<file path="src/rtl/alu_seq.sv">
// Clocked ALU with start/busy/done handshake: single-cycle RA/RB/RADD/RSUB and a
// multi-cycle signed shift-add multiplier returning the low or high product half.
module alu_seq #(
  parameter int N = 8
) (
  input  logic         clk,
  input  logic         reset,
  input  logic         start,
  input  logic [2:0]   func,
  input  logic [N-1:0] a_in,
  input  logic [N-1:0] b_in,
  input  logic [1:0]   a_sel,
  input  logic [1:0]   b_sel,
  input  logic [N:0]   switches,
  input  logic [N-1:0] immediate,
  input  logic         imm,
  output logic         busy,
  output logic         done,
  output logic [N-1:0] result,
  output logic [3:0]   flags
);

  localparam logic [2:0] F_RA   = 3'b000;
  localparam logic [2:0] F_RB   = 3'b001;
  localparam logic [2:0] F_RADD = 3'b010;
  localparam logic [2:0] F_RSUB = 3'b011;
  localparam logic [2:0] F_MULL = 3'b100;
  localparam logic [2:0] F_MULH = 3'b101;

  localparam int CNT_W = $clog2(N);
  localparam logic [CNT_W-1:0] CNT_LAST = CNT_W'(N - 1);
  localparam logic [N:0]       ONE_W    = {{N{1'b0}}, 1'b1};
  localparam logic [2*N-1:0]   ONE_2W   = {{(2*N-1){1'b0}}, 1'b1};

  typedef enum logic [1:0] {IDLE, MUL, FIN} state_t;

  state_t state, state_nxt;

  // Operand mux shared by both ports; encoding 11 falls back to the register value.
  function automatic logic [N-1:0] sel_operand(input logic [1:0] sel,
                                               input logic [N-1:0] reg_val,
                                               input logic [N:0] sw);
    case (sel)
      2'b01:   return sw[N-1:0];
      2'b10:   return {N{sw[N]}};
      default: return reg_val;
    endcase
  endfunction

  // N+1 bits so that -2^(N-1) has a representable magnitude.
  function automatic logic [N:0] magnitude(input logic signed [N-1:0] v);
    logic [N:0] ext;
    ext = {v[N-1], v};
    return v[N-1] ? (~ext + ONE_W) : ext;
  endfunction

  function automatic logic [3:0] pack_flags(input logic v, input logic [N-1:0] res,
                                            input logic c);
    return {v, res[N-1], (res == '0), c};
  endfunction

  function automatic logic mull_overflow(input logic signed [2*N-1:0] p);
    logic [N:0] top;
    top = p[2*N-1:N-1];
    return !((&top) || (top == '0));
  endfunction

  logic signed [N-1:0] a_eff, b_eff;
  logic [N:0]          add_w, sub_w;
  logic [N-1:0]        sc_res;
  logic                sc_v, sc_c;
  logic                accept, is_mul;
  logic [N:0]          mag_a, mag_b;

  logic [CNT_W-1:0]    cnt;
  logic [2:0]          func_p1;
  logic                neg_p1;
  logic [2*N-1:0]      acc_p1;
  logic [2*N-1:0]      mcand_p1;
  logic [N:0]          mplier_p1;

  logic signed [2*N-1:0] prod;
  logic [N-1:0]        mul_res;
  logic                mul_v;

  assign a_eff  = sel_operand(a_sel, a_in, switches);
  assign b_eff  = imm ? immediate : sel_operand(b_sel, b_in, switches);
  assign add_w  = {1'b0, a_eff} + {1'b0, b_eff};
  assign sub_w  = {1'b0, a_eff} + {1'b0, ~b_eff} + ONE_W;
  assign mag_a  = magnitude(a_eff);
  assign mag_b  = magnitude(b_eff);
  assign is_mul = (func == F_MULL) || (func == F_MULH);
  assign accept = start && (state == IDLE);
  assign busy   = (state != IDLE);

  always_comb begin
    sc_res = a_eff;
    sc_v   = 1'b0;
    sc_c   = 1'b0;
    case (func)
      F_RA: sc_res = a_eff;
      F_RB: sc_res = b_eff;
      F_RADD: begin
        {sc_c, sc_res} = add_w;
        sc_v = (a_eff[N-1] == b_eff[N-1]) && (add_w[N-1] != a_eff[N-1]);
      end
      F_RSUB: begin
        {sc_c, sc_res} = sub_w;
        sc_v = (a_eff[N-1] != b_eff[N-1]) && (sub_w[N-1] != a_eff[N-1]);
      end
      default: sc_res = a_eff;
    endcase
  end

  always_comb begin
    state_nxt = state;
    case (state)
      IDLE:    if (accept && is_mul) state_nxt = MUL;
      MUL:     if (cnt == CNT_LAST) state_nxt = FIN;
      FIN:     state_nxt = IDLE;
      default: state_nxt = IDLE;
    endcase
  end

  always_ff @(posedge clk) begin
    if (reset) begin
      state <= IDLE;
      cnt   <= '0;
    end else begin
      state <= state_nxt;
      if (accept)
        cnt <= '0;
      else if (state == MUL)
        cnt <= cnt + CNT_W'(1);
    end
  end

  // Stage p1: latched operand magnitudes, then one partial-product step per MUL cycle.
  always_ff @(posedge clk) begin
    if (accept && is_mul) begin
      func_p1   <= func;
      neg_p1    <= a_eff[N-1] ^ b_eff[N-1];
      acc_p1    <= '0;
      mcand_p1  <= {{(N-1){1'b0}}, mag_a};
      mplier_p1 <= mag_b;
    end else if (state == MUL) begin
      if (mplier_p1[0])
        acc_p1 <= acc_p1 + mcand_p1;
      mcand_p1  <= mcand_p1 << 1;
      mplier_p1 <= mplier_p1 >> 1;
    end
  end

  assign prod    = neg_p1 ? (~acc_p1 + ONE_2W) : acc_p1;
  assign mul_res = (func_p1 == F_MULH) ? prod[2*N-1:N] : prod[N-1:0];
  assign mul_v   = (func_p1 == F_MULL) && mull_overflow(prod);

  // Stage out: result/flags update together with the one-cycle done pulse.
  always_ff @(posedge clk) begin
    if (reset) begin
      result <= '0;
      flags  <= '0;
      done   <= 1'b0;
    end else begin
      done <= 1'b0;
      if (state == FIN) begin
        result <= mul_res;
        flags  <= pack_flags(mul_v, mul_res, 1'b0);
        done   <= 1'b1;
      end else if (accept && !is_mul) begin
        result <= sc_res;
        flags  <= pack_flags(sc_v, sc_res, sc_c);
        done   <= 1'b1;
      end
    end
  end

endmodule
</file>
<file path="config.mk">
export PLATFORM = sky130hd
export DESIGN_NAME = alu_seq
export DESIGN_NICKNAME = d
export VERILOG_FILES = /design/src/rtl/alu_seq.sv
export SDC_FILE = /design/constraint.sdc
export NUM_CORES = 1
export LEC_CHECK = 0
export ABC_AREA = 1
export CELL_PAD_IN_SITES_DETAIL_PLACEMENT = 2
export CELL_PAD_IN_SITES_GLOBAL_PLACEMENT = 2
export CORE_UTILIZATION = 32
export CTS_CLUSTER_DIAMETER = 120
export CTS_CLUSTER_SIZE = 8
export DETAILED_ROUTE_END_ITERATION = 7
export HOLD_SLACK_MARGIN = 0.12
export PLACE_DENSITY = 0.84
export SKIP_CTS_REPAIR_TIMING = 1
export SLEW_MARGIN = 20
export SYNTH_ARGS = -nofsm -noshare
export SYNTH_HDL_FRONTEND = slang
export SYNTH_SLANG_ARGS = --single-unit
</file>
<file path="constraint.sdc">
create_clock -name clk -period 4.1 [get_ports clk]
set_input_delay 0.82 -clock clk [delete_from_list [all_inputs] [get_ports clk]]
set_output_delay 0.82 -clock clk [all_outputs]
set_load 0.005 [all_outputs]
</file>
== Word level (Yosys, flattened, before mapping) ==
Cells that the tools add are included.

* Multipliers: 0
* Equal/unequal tests: 20
* $add $sub $neg: 8
* Bitwise gates (word level): 5
* Div/mod/pow operators: 0
* Magnitude comparators: 0
* Shift operators: 0
* Reduce and logical (&&, ||, !) cells: 22
* Muxes and demuxes: 23

{| class="wikitable"
|+ Operator list
! operator !! number
|-
| 9-bit 2-to-1 mux || 6
|-
| 8-bit 2-to-1 mux || 4
|-
| 8-bit case mux with 2 select lines || 2
|-
| 9-bit by 1-bit adder with 9-bit output, second input constant || 3
|-
| 8-bit case mux with 3 select lines || 1
|-
| 8-bit by 8-bit adder with 9-bit output || 2
|-
| 9-bit inverter || 2
|-
| 16-bit by 1-bit adder with 16-bit output, second input constant || 1
|-
| 16-bit adder || 1
|-
| 8-bit zero test || 2
|-
| 16-bit 2-to-1 mux || 1
|-
| 16-bit inverter || 1
|-
| 3-bit equality test, second input constant || 5
|-
| 9-bit zero test || 1
|-
| 9-bit AND reduction || 1
|-
| 4-bit 2-to-1 mux || 2
|-
| 8-bit inverter || 1
|-
| 2-bit by 1-bit equality test with 1-bit output, second input constant || 3
|-
| 2-bit equality test, second input constant || 3
|-
| 3-bit by 2-bit equality test with 1-bit output, second input constant || 2
|-
| 1-bit logical AND || 6
|-
| 2-bit nonzero test || 3
|-
| 2-bit 2-to-1 mux || 2
|-
| 1-bit case mux with 2 select lines || 2
|-
| other kinds (14) || 21
|}

* Memories: 0
* Bits in latches: 0
* RAM bits: 0
* Register bits after elaboration: 63
* Logic and storage cells: 90
* ROM bits: 0

== Depth between registers and ports, before layout ==
Gate-level depths: netlist of run 1.

* Depth in word-level cells: 11
* Gate-level depth with buffers: 26

== Worst setup path before layout of run 1 ==
Ideal clock, no wire load.

* Kind: in2reg
* From: input b_sel[0]
* To: register flags[1]
* Required time: 4044 ps
* Setup time: 56 ps
* Path slack: 838 ps
* Data arrival time: 3206 ps
* Cell stages on the path: 22
* Cell sequence: inv_1 ha_1 inv_1 buf_4 o21ai_0 o21ai_1 ha_1 inv_1 fa_1 inv_1 nand3_1 nand2_1 nand2_1 nand3_1 nand3_1 nor2_1 nand3_1 nor2_1 nand3_1 nand3_1 nand2_1 inv_1

* Longest elaborated chain between the ends: 10

{| class="wikitable"
|+ RTL lines
! element !! RTL line !! source
|-
| start: declaration || 13 || <nowiki>input logic [1:0] b_sel,</nowiki>
|-
| 2-bit equality test / 2-bit by 1-bit equality test with 1-bit output (equally long branches) || 43 || <nowiki>case (sel)</nowiki>
|-
| 8-bit case mux with 2 select lines (*) || 43 ||
|-
| 8-bit 2-to-1 mux (*) || 87 || <nowiki>assign b_eff = imm ? immediate : sel_operand(b_sel, b_in, switches);</nowiki>
|-
| 8-bit inverter || 89 || <nowiki>assign sub_w = {1'b0, a_eff} + {1'b0, ~b_eff} + ONE_W;</nowiki>
|-
| 8-bit by 8-bit adder with 9-bit output || 89 ||
|-
| 9-bit by 1-bit adder with 9-bit output || 89 ||
|-
| 8-bit case mux with 3 select lines (*) || 100 || <nowiki>case (func)</nowiki>
|-
| 8-bit zero test (*) || 59 || <nowiki>return {v, res[N-1], (res == '0), c};</nowiki>
|-
| 4-bit 2-to-1 mux (*) || 170 || <nowiki>end else if (accept && !is_mul) begin</nowiki>
|-
| 4-bit 2-to-1 mux (*) || 166 || <nowiki>if (state == FIN) begin</nowiki>
|-
| end signal: assignment || 168 || <nowiki>flags <= pack_flags(mul_v, mul_res, 1'b0);</nowiki>
|-
| end signal: assignment || 172 || <nowiki>flags <= pack_flags(sc_v, sc_res, sc_c);</nowiki>
|-
| end: declaration || 20 || <nowiki>output logic [3:0] flags</nowiki>
|}

Mark *: on every way between the ends. The rest lies on a longest branch, timed or not. The select of a mux whose other input is x is not followed.
A chain may end at the register's enable or synchronous reset.

== Worst setup path after layout of run 1 ==
* From: input b_sel[0]
* To: register result[6]

* Longest elaborated chain between the ends: 9

{| class="wikitable"
|+ RTL lines
! element !! RTL line !! source
|-
| 2-bit equality test / 2-bit by 1-bit equality test with 1-bit output (equally long branches) || 43 ||
|-
| 8-bit case mux with 2 select lines (*) || 43 ||
|-
| 8-bit 2-to-1 mux (*) || 87 ||
|-
| 8-bit inverter || 89 ||
|-
| 8-bit by 8-bit adder with 9-bit output || 89 ||
|-
| 9-bit by 1-bit adder with 9-bit output || 89 ||
|-
| 8-bit case mux with 3 select lines (*) || 100 ||
|-
| 8-bit 2-to-1 mux (*) || 170 ||
|-
| 8-bit 2-to-1 mux (*) || 166 ||
|-
| end signal: assignment || 167 || <nowiki>result <= mul_res;</nowiki>
|-
| end signal: assignment || 171 || <nowiki>result <= sc_res;</nowiki>
|-
| end: declaration || 19 || <nowiki>output logic [N-1:0] result,</nowiki>
|}

Marked as above.

==> results of run 1 <==
## cell type report
cell class	count	area (sq um)
clock buffer	11	243
clock inverter	5	55.1
fill	2010	9760
inverter	132	499
multi-input combinational	642	3460
sequential	63	1480
tap	220	275
timing repair buffer	95	856
timing repair inverter	1	5.00
## per-stage QoR
step / power, uW / util (%) / hold WS, ns / worst slack, ns
final: 2790 / 41.3 / 0.491 / 0.160
after global routing: 2960 / 41.3 / 0.510 / -0.0249
after CTS: 2780 / 40.8 / 0.493 / -0.0477
after detailed placement: 1970 / 39.0 / 0.480 / -0.295
after global placement: 1900 / 39.0 / 0.455 / 0.0416
after floorplan: 1530 / - / 0.444 / 0.838
## critical path, cell delays in order
cell and delay [ns]:
clkdlybuf4s50_1 0.49, inv_1 0.07, ha_4 0.26, clkinvlp_4 0.11
nand2_1 0.09, a21oi_1 0.21, o21ai_2 0.13, buf_4 0.14
ha_1 0.19, fa_1 0.42, inv_1 0.15, nand4_1 0.15
nand3_1 0.12, nand2_1 0.09, nand3_1 0.10, nand3_1 0.09
nor2_2 0.13, o21ai_0 0.12, o21ai_1 0.20, inv_1 0.07
## cells by family after synthesis
family          after synthesis
compound gates              130
simple gates                443
flops                        63
buf+inv                     150
xor+xnor                     24
fa+ha+maj                    44
other cells                   1
## routing by layer
layer / share of wire (%) / vias to the layer above
met5: 0 / -
met1: 40 / 2978
met3: 2.6 / 46
li1: - / 2932
met4: 3.3 / 0
met2: 54 / 114
## synth_stat cells, types with 2 or more instances
library cell | n | area (sq um)
fa_1 | 3 | 60.1
a21oi_1 | 45 | 225
o21ai_2 | 4 | 35.0
dfxtp_1 | 41 | 821
nor2_2 | 2 | 12.5
o211ai_1 | 11 | 82.6
or2_0 | 3 | 18.8
nand3_1 | 76 | 380
edfxtp_1 | 22 | 661
nand2_1 | 251 | 942
inv_1 | 127 | 477
inv_2 | 5 | 18.8
o21ai_1 | 5 | 25.0
o21ai_0 | 43 | 215
nor2_1 | 77 | 289
o31ai_1 | 2 | 15.0
nor3_1 | 8 | 40.0
o21bai_1 | 7 | 52.6
buf_2 | 7 | 35.0
clkbuf_1 | 9 | 33.8
nand4_1 | 14 | 87.6
a2bb2oi_1 | 2 | 17.5
or2_2 | 2 | 12.5
ha_1 | 41 | 513
xnor2_1 | 4 | 35.0
nand3b_1 | 2 | 15.0
a21oi_2 | 2 | 17.5
and2_1 | 2 | 12.5
xor2_1 | 20 | 175
## flip-flops by register name, summed over array words and instances (netlist names)
| signal | count |
|---|---|
| acc_p1 | 16 |
| cnt | 3 |
| done | 1 |
| flags | 4 |
| func_p1 | 3 |
| mcand_p1 | 16 |
| mplier_p1 | 9 |
| neg_p1 | 1 |
| result | 8 |
| state | 2 |
## report_power, final
part           switching, uW  leakage, uW  internal [uW]
Combinational            763      0.00277            451
Sequential              72.0     0.000543            715
Clock                    300     0.000150            488
## worst max path at each step
stage	start	to	slack, ns	cells past startpoint
after detailed placement	b_sel[0]	flags[1]	-0.29	22
after global routing	b_sel[0]	flags[1]	-0.02	23
final	b_sel[0]	result[6]	0.16	20
after global placement	a_sel[0]	result[6]	0.04	18
after CTS	b_sel[0]	result[6]	-0.05	19
after floorplan	b_sel[0]	flags[1]	0.84	22
==> results.tsv, run 1 <==
metric	value	unit
die span in x	133	microns
Synth Area in Compound Gates	14.0	%
average cell area after synthesis	6.42	sq um
Synth Flop Type	dfxtp_1	
# rows	47	
Non-Filler Instances	1169	
Distinct cells, synth	47	
Hold WC Path Type	register to register	
run status	completed	
TritonCTS Buffers	9	
layout cells sized above 1	9.06	%
Post-Route Skew	0.00658	ns
Slew Viols, Final	0	
TNS Setup	0	ns
Synth Instances	855	
Setup-failing EPs final	0	
R2R Setup Slk	1.60	ns
Worst-Margin Slew	0.909	ns
GRT busiest layer	met2	
WHS Path Cells	2	
Power Density	405	nW/um^2
finished layout cell area	6880	sq um
fmax	254	MHz
I/O Buffers	57	
Placeable Area	16600	sq um
drt first pass iters	4	
total gr overflow	0	
starting DRC count in detailed routing	258	
Initial Util	33.0	%
clk root buf	clkbuf_16	
Worst EP arrival	4.16	ns
vias in the first global route	6889	
initial antenna violation count	0	
final wirelength	22600	microns
synthesized area	5490	sq um
Simple-Gate Fraction of Synth Area	34.0	%
Post-synth EDFFs	22	
die height	133	microns
hold_sp	result[0]	
part of the cycle the worst path needs	96.1	%
Max rail drop VDD	0.000195	V
Seq/Total Area, Yosys	27.0	%
total clock sinks	63	
Antenna diodes	0	
largest family of logic cells by synthesized area	simple AND/OR/NAND/NOR gates	
H-tree Lvls	3	
CTS Buffer Depth	2	
placed cells	1146	
# DRC	0	
via count of the routed design	6070	
clk_lat worst skew	0.34	ns
critical path capture point type	register	
largest net degree at the start of global routing	51	
GR met2 Demand/Resource	50.0	%
reg-to-reg endpoint	acc_p1[9]	
Via-to-Cell Ratio	5.19	
most frequent cells in the layout	nand2_1 (251), inv_1 (125), nand3_1 (76)	
area grow syn2layout	25.4	%
WL per Instance	19.3	microns
Worst Hold Path EP	result[0]	
IO Count	58	
CP max FO	5	
DP Area	6490	sq um
XOR/XNOR Fraction of Synth Area	3.83	%
commonest non-fill, non-tap cell in the layout	nand2_1	
CP Class	primary input to register	
Total GRT Usage	25.8	%
FF-to-FF path depth	8	
Ys Warns	0	
die area	17700	sq um
Relative slew margins	39.3	%
Synth Net Count	943	
FF-to-FF Start	state[0]	
met1 Usage GRT	27.7	%
asr flop ratio synth	0	%
CTS tree	done	
Final Hold Fails	0	
CP required	4.32	ns
CP Launch Type	primary input	
FF+latch count, synth	63	
Leak Pwr	0.00346	uW
met3 Track Usage GR	3.68	%
GPL Wtd Cong	0.906	
final antenna-violating net count	0	
Clock Pin Slew Worst Setup and Hold Paths	0.06	ns
post-layout min period	3.94	ns
DP Wirelength	17600	microns
max-cap viol count	0	
Final nets	1032	
first-pass GRT wire length	35500	microns
Post-Synth Adder-Cell Area	10.4	%
mux cell area share after synthesis	0	%
Note: power is estimated with default switching activity, not from simulation.
==> inputs of run 2 (changes only) <==
Settings changed: CTS_BUF_LIST set to sky130_fd_sc_hd__clkbuf_16, PLACE_DENSITY 0.84 to unset, PLACE_DENSITY_LB_ADDON set to 0.2.
==> run 2 against run 1 <==
  * Sequential power hardly changed
  * Sequential share of layout area up 0.44 points
  * First-iteration DRC count rose by 3.9%
  * Core utilization is 0.83 points lower
  * Cell count is 1.0% lower
  * Flip-flop and latch count is the same
  * Cell area decreased by 2.0%
  * Power is 4.1% lower
  * Critical endpoint is now flags[1]
==> results.tsv, run 2 (same netlist as run 1, synthesis figures left out) <==
metric	value	unit	change
FF-to-FF Start	state[0]		unchanged
clk_lat worst skew	0.34	ns	about the same
IO Count	58		unchanged
max-cap viol count	0		unchanged
Worst-Margin Slew	0.807	ns	was 0.909 ns
Worst EP arrival	4.04	ns	was 4.16 ns
I/O Buffers	57		unchanged
Leak Pwr	0.00342	uW	was 0.00346 uW
CP Class	primary input to register		unchanged
placed cells	1142		was 1,146
Slew Viols, Final	0		unchanged
via count of the routed design	5920		was 6,070
part of the cycle the worst path needs	91.8	%	was 96.1%
WL per Instance	18.3	microns	was 19.3 microns
Critical Path End	flags[1]		was result[6]
CP required	4.38	ns	was 4.32 ns
CTS Buffer Depth	2		unchanged
post-layout min period	3.76	ns	was 3.94 ns
Post-Route Skew	0.0114	ns	was 0.00658 ns
total clock sinks	63		unchanged
starting DRC count in detailed routing	268		was 258
RSZ-0062 raised after global routing	no		
Total GRT Usage	25.1	%	was 25.8%
Final WS setup	0.338	ns	was 0.160 ns
Final Hold Fails	0		unchanged
reg-to-reg endpoint	acc_p1[9]		unchanged
area grow syn2layout	22.8	%	was 25.4%
first-pass GRT wire length	34800	microns	was 35,500 microns
fmax	266	MHz	was 254 MHz
die area	17700	sq um	unchanged
# DRC	0		unchanged
Max rail drop VDD	0.000186	V	was 0.000195 V
layout cells sized above 1	6.94	%	was 9.06%
TNS Setup	0	ns	unchanged
FF-to-FF path depth	7		was 8
die height	133	microns	unchanged
Initial Util	33.0	%	unchanged
Clock Pin Slew Worst Setup and Hold Paths	0.05	ns	was 0.06 ns
Setup WS pre-CTS	-0.0536	ns	was -0.295 ns
Antenna diodes	0		unchanged
Top Registers	acc_p1 x16, mcand_p1 x16, mplier_p1 x9		unchanged
H-tree Lvls	3		unchanged
Relative slew margins	46.0	%	was 39.3%
crit path from	b_sel[0]		unchanged
final wirelength	21200	microns	was 22,600 microns
Setup-failing EPs final	0		unchanged
initial antenna violation count	0		unchanged
Final nets	1021		was 1,032
largest net degree at the start of global routing	51		unchanged
R2R Setup Slk	1.48	ns	was 1.60 ns
Hold WC Path Type	register to register		unchanged
die span in x	133	microns	unchanged
CTS tree	done		unchanged
# rows	47		unchanged
WHS	0.466	ns	was 0.491 ns
Non-Filler Instances	1157		was 1,169
hold_sp	result[0]		unchanged
DP Wirelength	17500	microns	was 17,600 microns
run status	completed		unchanged
total gr overflow	0		unchanged
Power Density	397	nW/um^2	was 405 nW/um^2
final antenna-violating net count	0		unchanged
Placeable Area	16600	sq um	unchanged
most frequent cells in the layout	nand2_1 (251), inv_1 (127), nor2_1 (76), nand3_1 (76), clkdlybuf4s50_1 (57)		was nand2_1 (251), inv_1 (125), nand3_1 (76)
commonest non-fill, non-tap cell in the layout	nand2_1		unchanged
fillcell total	2050		was 2,010
critical path capture point type	register		unchanged
CP Launch Type	primary input		unchanged
Via-to-Cell Ratio	5.12		was 5.19
GPL Wtd Cong	0.888		was 0.906
clk root buf	clkbuf_16		unchanged
vias in the first global route	6832		was 6,889
drt first pass iters	4		unchanged
CP max FO	8		was 5
TritonCTS Buffers	9		unchanged
[run 2: changes by cell type in the layout (fill, tap and decap cells not counted), moves of 2 or more]
cell / delta
buf_4: -10
ha_2: -4
inv_1: +2
ha_1: +5
[run 2: metal layers]
layer  vias to the layer above  GRT usage, %  share of wire, %
li1                       2912             -                 -
met1                      2892          27.4                41
met2                        81          49.3                54
met3                        35          1.99               1.3
met4                         0          9.64               3.0
met5                         -             0                 0
[run 2: worst max-delay path, cell delays in order]
cell and delay, ns:
clkdlybuf4s50_1 0.49, inv_1 0.06, ha_1 0.30, inv_2 0.12
nand2_1 0.11, a21oi_1 0.18, o21ai_1 0.14, ha_1 0.23
fa_1 0.40, inv_1 0.12, nand3_1 0.11, nand2_1 0.11
nand2_1 0.07, nand3_1 0.08, nand3_1 0.10, nor2_1 0.15
nand3_1 0.09, nor2_1 0.10, nand3_1 0.08, nand3_1 0.09
nand2_1 0.05, inv_1 0.05
[run 2: how the worst min path moves through the flow]
| stage | end | slack (ns) | cells past startpoint |
|---|---|---|---|
| after floorplan | cnt[1] | 0.44 | 2 |
| after global placement | cnt[1] | 0.45 | 2 |
| after detailed placement | result[0] | 0.46 | 2 |
| after CTS | result[0] | 0.47 | 2 |
| after global routing | result[0] | 0.50 | 2 |
| final | result[0] | 0.47 | 2 |
[run 2: cell type report]
cell class	instances	area, sq um	share of cell area, %
clock buffers	10	250	3.71
clock inverters	5	23.8	0.353
inverters	132	495	7.35
multi-input cells	642	3430	50.9
flip-flops and latches	63	1480	22.0
well taps	220	275	4.08
repair buffers	85	781	11.6
[run 2: metrics by stage]
stage	instance area [sq um]	utilization, %	total power [uW]
floorplan	5490	-	1530
global placement	6460	38.8	1890
detailed placement	6460	38.8	1960
CTS	6730	40.4	2690
global route	6740	40.5	2860
finish	6740	40.5	2670
[run 2: report_power, final]
group	switching (uW)	internal (uW)	total, uW
clock	282	436	718
sequential	71.1	715	786
combinational	743	428	1170
total	1100	1580	2670
